===== src/rtl/arith_pkg.sv =====
// Shared definitions for the sequential arithmetic examples (multiplier and divider).
package arith_pkg;

  // Default widths shared with the 4-bit multiplier: product width feeds the divider dividend.
  localparam int unsigned MUL_AW = 4;
  localparam int unsigned MUL_PW = 8;

  // FSM encodings used by the sequential arithmetic blocks.
  typedef enum logic [1:0] {
    S_IDLE = 2'd0,
    S_RUN  = 2'd1,
    S_DONE = 2'd2
  } arith_state_e;

endpackage


===== src/rtl/div_step.sv =====
// One combinational restoring-division step: shift one dividend bit into the partial
// remainder and subtract the divisor when it fits.
module div_step #(
  parameter int unsigned VW = 4
) (
  input  logic [VW:0]   pr_in,
  input  logic          bit_in,
  input  logic [VW-1:0] divisor,
  output logic [VW:0]   pr_out,
  output logic          q_bit
);

  logic [VW+1:0] shifted;
  logic [VW:0]   diff;

  // The top partial-remainder bit is carried into the compare instead of being dropped. It is
  // only ever set when the divisor is 0, and then the step outcome is identical either way.
  always_comb begin
    shifted = {pr_in, bit_in};
    q_bit   = (shifted >= {2'b00, divisor});
    // Result of a successful subtract is below the divisor, so VW+1 bits are enough.
    diff    = shifted[VW:0] - {1'b0, divisor};
    pr_out  = q_bit ? diff : shifted[VW:0];
  end

endmodule


===== src/rtl/divider_seq.sv =====
// Sequential restoring divider, one quotient bit per clock, start/busy/done handshake.
// Optional feature macro: DIV_ZERO_FLAG_EN adds the div_zero output and a fast path that
// finishes a divide-by-zero in the cycle after acceptance.
module divider_seq
  import arith_pkg::*;
#(
  parameter int unsigned DW = MUL_PW,
  parameter int unsigned VW = MUL_AW
) (
  input  logic          clk,
  input  logic          rst,
  input  logic          start,
  input  logic [DW-1:0] dividend,
  input  logic [VW-1:0] divisor,
  output logic          busy,
  output logic          done,
  output logic [DW-1:0] quotient,
  output logic [VW-1:0] remainder
`ifdef DIV_ZERO_FLAG_EN
  ,
  output logic          div_zero
`endif
);

  localparam int unsigned CW = $clog2(DW + 1);

  arith_state_e  state_q, state_d;
  logic [CW-1:0] cnt_q, cnt_d;
  // Dividend bits shift out of the MSB while quotient bits shift into the LSB.
  logic [DW-1:0] work_q, work_d;
  logic [VW:0]   pr_q, pr_d;
  logic [VW-1:0] dvs_q, dvs_d;
  logic [DW-1:0] quo_q, quo_d;
  logic [VW-1:0] rem_q, rem_d;
`ifdef DIV_ZERO_FLAG_EN
  logic          dz_q, dz_d;
`endif

  logic [VW:0]   step_pr;
  logic          step_q;

  div_step #(
    .VW(VW)
  ) u_step (
    .pr_in  (pr_q),
    .bit_in (work_q[DW-1]),
    .divisor(dvs_q),
    .pr_out (step_pr),
    .q_bit  (step_q)
  );

  // Next-state: accept in IDLE/DONE, iterate in RUN, capture results on entry to DONE.
  always_comb begin
    state_d = state_q;
    cnt_d   = cnt_q;
    work_d  = work_q;
    pr_d    = pr_q;
    dvs_d   = dvs_q;
    quo_d   = quo_q;
    rem_d   = rem_q;
`ifdef DIV_ZERO_FLAG_EN
    dz_d    = dz_q;
`endif

    case (state_q)
      S_IDLE, S_DONE: begin
        state_d = S_IDLE;
        if (start) begin
          state_d = S_RUN;
          cnt_d   = '0;
          work_d  = dividend;
          pr_d    = '0;
          dvs_d   = divisor;
`ifdef DIV_ZERO_FLAG_EN
          dz_d    = 1'b0;
          // Divide-by-zero bypasses the iterations with the same forced result they produce.
          if (divisor == '0) begin
            state_d = S_DONE;
            dz_d    = 1'b1;
            work_d  = '1;
            pr_d    = {1'b0, dividend[VW-1:0]};
            quo_d   = '1;
            rem_d   = dividend[VW-1:0];
          end
`endif
        end
      end
      S_RUN: begin
        pr_d   = step_pr;
        work_d = {work_q[DW-2:0], step_q};
        cnt_d  = cnt_q + CW'(1);
        if (cnt_d == CW'(DW)) begin
          state_d = S_DONE;
          quo_d   = work_d;
          rem_d   = step_pr[VW-1:0];
        end
      end
      default: state_d = S_IDLE;
    endcase
  end

  // State and datapath registers; reset discards any operation in flight.
  always_ff @(posedge clk or posedge rst) begin
    if (rst) begin
      state_q <= S_IDLE;
      cnt_q   <= '0;
      work_q  <= '0;
      pr_q    <= '0;
      dvs_q   <= '0;
      quo_q   <= '0;
      rem_q   <= '0;
`ifdef DIV_ZERO_FLAG_EN
      dz_q    <= 1'b0;
`endif
    end else begin
      state_q <= state_d;
      cnt_q   <= cnt_d;
      work_q  <= work_d;
      pr_q    <= pr_d;
      dvs_q   <= dvs_d;
      quo_q   <= quo_d;
      rem_q   <= rem_d;
`ifdef DIV_ZERO_FLAG_EN
      dz_q    <= dz_d;
`endif
    end
  end

  assign busy      = (state_q == S_RUN);
  assign done      = (state_q == S_DONE);
  assign quotient  = quo_q;
  assign remainder = rem_q;
`ifdef DIV_ZERO_FLAG_EN
  assign div_zero  = dz_q;
`endif

endmodule


===== config.mk =====
export PLATFORM = sky130hd
export DESIGN_NAME = divider_seq
export DESIGN_NICKNAME = d
export VERILOG_FILES = /design/src/rtl/arith_pkg.sv /design/src/rtl/div_step.sv /design/src/rtl/divider_seq.sv
export SDC_FILE = /design/constraint.sdc
export NUM_CORES = 1
export LEC_CHECK = 0
export CORE_ASPECT_RATIO = 0.75
export CORE_UTILIZATION = 45
export CTS_CLUSTER_DIAMETER = 40
export CTS_CLUSTER_SIZE = 25
export DETAILED_ROUTE_END_ITERATION = 6
export MAX_ROUTING_LAYER = met4
export PLACE_DENSITY = 0.69
export SLEW_MARGIN = 20
export SYNTH_ARGS = -nofsm -noshare
export SYNTH_HDL_FRONTEND = slang
export SYNTH_HIERARCHICAL = 1
export SYNTH_SLANG_ARGS = --single-unit

===== constraint.sdc =====
create_clock -name clk -period 6.6 [get_ports clk]
set_input_delay 1.98 -clock clk [delete_from_list [all_inputs] [get_ports clk]]
set_output_delay 1.98 -clock clk [all_outputs]
set_load 0.01 [all_outputs]

==> results of run 1 <==
## flip-flops by register name (all words and copies together) (netlist names)
register / count
remainder: 4
quotient: 8
dvs_q: 4
cnt_q: 4
pr_q: 5
state_q: 2
work_q: 8
## report_power, final
part / internal, mW / switching, mW / leakage, nW
Sequential: 0.319 / 0.0766 / 0.431
Combinational: 0.324 / 0.281 / 0.476
Clock: 0.0818 / 0.0742 / 0.0470
Total: 0.725 / 0.432 / 0.954
## stage by stage
stage | cells | utilization | hold slack (ps)
final | 220 | 0.582 | 501
after global routing | 220 | 0.582 | 527
after CTS | 220 | 0.582 | 508
after detailed placement | 213 | 0.558 | 491
after global placement | 213 | 0.558 | 487
after floorplan | 136 | - | 465
## how the worst max path moves through the flow
stage | from | slack, ps | to | cells after the start
floorplan | state_q[0]$_DFFE_PP0P_ | 3600 | busy | 3
global placement | state_q[0]$_DFFE_PP0P_ | 2800 | busy | 3
detailed placement | state_q[0]$_DFFE_PP0P_ | 2740 | busy | 3
CTS | state_q[0]$_DFFE_PP0P_ | 2410 | busy | 3
global route | state_q[0]$_DFFE_PP0P_ | 2250 | busy | 3
finish | state_q[0]$_DFFE_PP0P_ | 2420 | busy | 3
## layout make-up
class	instances	area, µm²
well taps	52	65.1
fillers	306	1540
clock inverters	1	5.00
clock buffers	6	82.6
repair buffers	30	295
multi-input cells	87	786
flip-flops and latches	35	876
inverters	9	33.8
## layer usage
metal,wire [µm],share of wire,vias up,global-route usage
met5,0,0,-,-
met4,63,0.020,0,0.0879
met3,124,0.039,7,0.0489
met2,1500,0.47,20,0.270
met1,1530,0.48,562,0.258
li1,-,-,535,-
## layout by cell type, fill, tap and decap left out, types with 2 or more instances in the layout
master,instances
dfrtp_1,35
clkdlybuf4s50_1,28
nand2_1,14
o21ai_0,11
mux2i_1,10
mux2_4,10
mux2_2,9
inv_1,8
a22o_1,6
clkbuf_8,6
ha_1,5
nor2b_1,2
buf_4,2
## worst register-to-register path, stage by stage, from the launching register on
cell	delay, ps
dfrtp_1	410
inv_1	60
ha_1	130
inv_1	60
fa_1	410
a21o_2	260
a2111oi_4	550
mux2_4	360
mux2_4	260
## logic make-up (layout without fill, tap and decap cells)
group | count (synthesis) | count (layout)
simple gates | 23 | 23
compound gates | 27 | 27
xor+xnor | 2 | 2
mux | 29 | 29
fa+ha+maj | 6 | 6
flops | 35 | 35
buf+inv | 14 | 46
==> flow_summary.yaml, run 1 <==
global_route:
  grt_max_degree: 36
  grt-ovfl-total: 0
  grt_pass1_vias: 1190
  grt_pass1_wl_um: 5550
  grtUsageTotal: 0.191
  antenna_found_initial: 0
sta:
  fin_crit_ps: 4180
  tns_ps: 0
  setup_violations: 0
  maxSlewViolCount: 0
  fin_skew_ps: 6.93
  rsz0062_at_grt: "false"
  max_freq_ghz: 0.239
  worst_slack_ps: 2420
  max_slew_margin: 0.389
  period_share: 0.633
  worst_pin_slew_ps: 914
  hold_viol_final: 0
power:
  power_density_mw_per_mm2: 540
  power_mw: 1.16
  p_leak_nw: 0.954
  ir_worst_vdd_uv: 257
floorplan:
  die_height_um: 55.8
  fp.coreArea_mm2: 0.00368
  placement_rows: 19
  die_w_um: 73.7
  start_util: 0.471
  dieArea_mm2: 0.00411
  pin_count: 29
setup_path:
  critPathBufInv: 2
  path_max_fanout: 27
  r2r_setup_slack_ps: 4000
  crit_slowest_cell: "clkdlybuf4s50_1"
  max_stage_delay_ps: 670
  worstSetupPathType: "reg -> out"
  crit_chain: "or2b_1, clkinv_1, clkdlybuf4s50_1"
  worst-endpoint-arrival_ps: 2200
  r2r-end: "remainder[1]$_DFFE_PP0P_"
  required_ps: 4620
  cp-start-kind: "flop"
  critical-path-top-delay-family: "buffers and inverters"
  reg2reg_depth: 8
  rr_startpoint: "work_q[7]$_DFFE_PP0P_"
  critical_path.endpoint_type: "output port"
route:
  finalWirelength_um: 3210
  route.detailed.drc: 0
  drt_pre_antenna_iters: 4
  wl_per_cell_um: 14.6
  ant_nets: 0
  num_vias: 1124
  drt_iter0_markers: 55
  via_per_inst: 5.11
logic_synthesis:
  synth-compound-area-share: 0.130
  synth_most_common_cell: "dfrtp_1"
  synthTopCellsByArea: "dfrtp_1 (50%), mux2_4 (8.7%), mux2_2 (5.8%)"
  syn-cell-area_mm2: 0.00174
  synth_ff_type: "dfrtp_1"
  synth.avg_cell_area_um2: 12.8
  yosys.area_share.simple: 0.0620
  async_reset_ff_frac: 1.00
  synth-xor-area-share: 0.0101
  yosys.area.top_type: "dfrtp_1"
  synth_top_area_share: 0.505
  muxShareOfSynthArea: 0.203
  syn_nets: 157
  synth_top_family_by_area: "multiplexers"
  yosys_warnings: 6
  synthAdderAreaFrac: 0.0476
  synth-seq-area-share: 0.505
  synth_cell_types: 33
  synth_common_cells: "dfrtp_1 (35), nand2_1 (14), o21ai_0 (11)"
  syn_inst: 136
  synth_edf_count: 0
  synth_seq_cells: 35
clock_network:
  postCtsSetupRepairBufs: 0
  cts_tree: "yes"
  cts-root-buf: "clkbuf_8"
  cts_resized: 0
  path_clk_slew_ps: 70
  clkLatencyLatePin_ps: 290
  cts.path.max_buffers: 2
  numCtsBuffers: 5
  htreeDepth: 2
  hold_buffers: 0
  cts_num_sinks: 35
min_path:
  hp-start: "cnt_q[2]$_DFFE_PP0P_"
  hold_end: "cnt_q[2]$_DFFE_PP0P_"
  min_path_type: "reg -> reg"
  hold_depth: 1
place:
  post-place-ws_ps: 2740
  portBuffers: 28
  place.gp.congestion: 0.825
  placed_cell_area_mm2: 0.00206
  hpwlAfterDp_um: 2250
status:
  outcome: "finished clean"
finish:
  n_antenna_cell: 0
  final_area_mm2: 0.00214
  layout-drive-gt1-share: 0.208
  area_growth_pct: 23.5
  finalNetCount: 189
flow_run:
  maxCapViolations: 0
Note: power is estimated with default switching activity, not from simulation.
==> run 2, diff against run 1 <==
--- a/config.mk
+++ b/config.mk
@@ -11,7 +11,7 @@
 export CTS_CLUSTER_SIZE = 25
 export DETAILED_ROUTE_END_ITERATION = 6
 export MAX_ROUTING_LAYER = met4
-export PLACE_DENSITY = 0.69
+export PLACE_DENSITY = 0.72
 export SLEW_MARGIN = 20
 export SYNTH_ARGS = -nofsm -noshare
 export SYNTH_HDL_FRONTEND = slang
==> constraint.sdc (replaced) <==
create_clock -name clk -period 3.6 [get_ports clk]
set_input_delay 1.08 -clock clk [delete_from_list [all_inputs] [get_ports clk]]
set_output_delay 1.08 -clock clk [all_outputs]
set_load 0.01 [all_outputs]
==> run 2 against run 1 <==
Non-clock buffer count grew 1. Power grew 85%. Core utilization grew 0.54 points. Global-route usage shrank 1.1 points. Via count grew 2.2%. Clock power grew 99%. Sequential share of layout area shrank 0.38 points. First-iteration DRC count shrank 9.1%. Highest routed layer unchanged.
==> flow_summary.yaml, run 2 (synthesis gave the netlist of run 1 again) <==
status:
  outcome: "finished clean"
setup_path:
  path_max_fanout: 4
  critPathBufInv: 2
  required_ps: 2520
  rr_startpoint: "work_q[7]$_DFFE_PP0P_"
  critical-path-top-delay-family: "buffers and inverters"
  max_stage_delay_ps: 530
  critical_path.endpoint_type: "output port"
  startpoint: "state_q[0]$_DFFE_PP0P_"
  worstSetupPathType: "reg -> out"
  crit_chain: "or2b_1, clkinv_1, clkdlybuf4s50_1"
  worst-endpoint-arrival_ps: 1590
  crit_slowest_cell: "clkdlybuf4s50_1"
  cp-start-kind: "flop"
floorplan:
  dieArea_mm2: 0.00411
  die_height_um: 55.8
  fp.coreArea_mm2: 0.00368
  pin_count: 29
  die_w_um: 73.7
  start_util: 0.471
  placement_rows: 19
clock_network:
  hold_buffers: 0
  cts_resized: 0
  clkLatencyLatePin_ps: 280
  postCtsSetupRepairBufs: 0
  path_clk_slew_ps: 70
  cts.path.max_buffers: 2
  cts_tree: "yes"
  cts_num_sinks: 35
  htreeDepth: 2
  cts-root-buf: "clkbuf_8"
  numCtsBuffers: 5
global_route:
  grt_pass1_wl_um: 5360
  grtUsageTotal: 0.180
  grt-ovfl-total: 0
  grt_max_degree: 36
  antenna_found_initial: 0
  grt_pass1_vias: 1184
sta:
  worst_pin_slew_ps: 912
  maxSlewViolCount: 0
  hold_viol_final: 0
  max_freq_ghz: 0.375
  fin_crit_ps: 2670
  rsz0062_at_grt: "false"
  fin_skew_ps: 3.17
  tns_ps: 0
  setup_violations: 0
  period_share: 0.741
  max_slew_margin: 0.390
finish:
  n_antenna_cell: 0
  finalNetCount: 190
  final_common_cell: "dfrtp_1"
  seq_area_um2: 876
  fill_cells: 304
  layout_common_cells: "dfrtp_1 (35), clkdlybuf4s50_1 (28), nand2_1 (14)"
  area_growth_pct: 24.7
  layoutNonFillerInstCount: 222
  multi_input_area_um2: 786
  layout-drive-gt1-share: 0.212
  final_util: 0.587
power:
  ir_worst_vdd_uv: 420
  power_density_mw_per_mm2: 990
  power_mw: 2.14
  p_leak_nw: 0.963
route:
  via_per_inst: 5.18
  route.detailed.drc: 0
  drt_iter0_markers: 50
  ant_nets: 0
  wl_per_cell_um: 14.5
  num_vias: 1149
  finalWirelength_um: 3220
  drt_pre_antenna_iters: 4
flow_run:
  maxCapViolations: 0
place:
  place.gp.congestion: 0.841
  dp_cells: 214
  portBuffers: 28
  hpwlAfterDp_um: 2290
min_path:
  min_path_type: "reg -> reg"
  hp-start: "dvs_q[2]$_DFFE_PP0P_"
==> run 2: power by group <==
part           total, mW  internal, mW  switching (mW)
Combinational       1.10         0.601           0.502
Sequential         0.730         0.585           0.144
Clock              0.310         0.175           0.135
==> run 2: layer usage <==
metal	global-route usage	vias up	wire, µm
met5	-	-	0
met4	0.0687	0	37
met3	0.0489	4	131
met2	0.292	26	1610
met1	0.213	573	1430
li1	-	546	-
==> run 2: cell type report <==
cell class / instances / area share
Clock buffer: 8 / 0.0463
Inverter: 9 / 0.0156
Multi-Input combinational cell: 87 / 0.363
Sequential cell: 35 / 0.405
Tap cell: 52 / 0.0301
Timing Repair Buffer: 31 / 0.140
==> run 2: final timing paths <==
path / endpoint / slack (ps) / cells past startpoint
max in group asynchronous: quotient[7]$_DFFE_PP0P_ / 2100 / 3
setup reg to reg: remainder[1]$_DFFE_PP0P_ / 1020 / 8
min in group asynchronous: remainder[0]$_DFFE_PP0P_ / 1200 / 3
hold reg to reg: dvs_q[2]$_DFFE_PP0P_ / 510 / 1
hold / removal: dvs_q[2]$_DFFE_PP0P_ / 510 / 1
setup / recovery: busy / 930 / 3
==> run 2: metrics by stage <==
step | cell area [µm²] | hold slack [ps] | setup WS [ps]
after floorplan | 1740 | 465 | 1180
after global placement | 2060 | 487 | 1100
after CTS | 2160 | 505 | 908
final | 2160 | 507 | 933
after detailed placement | 2060 | 495 | 1030
after global routing | 2160 | 521 | 846
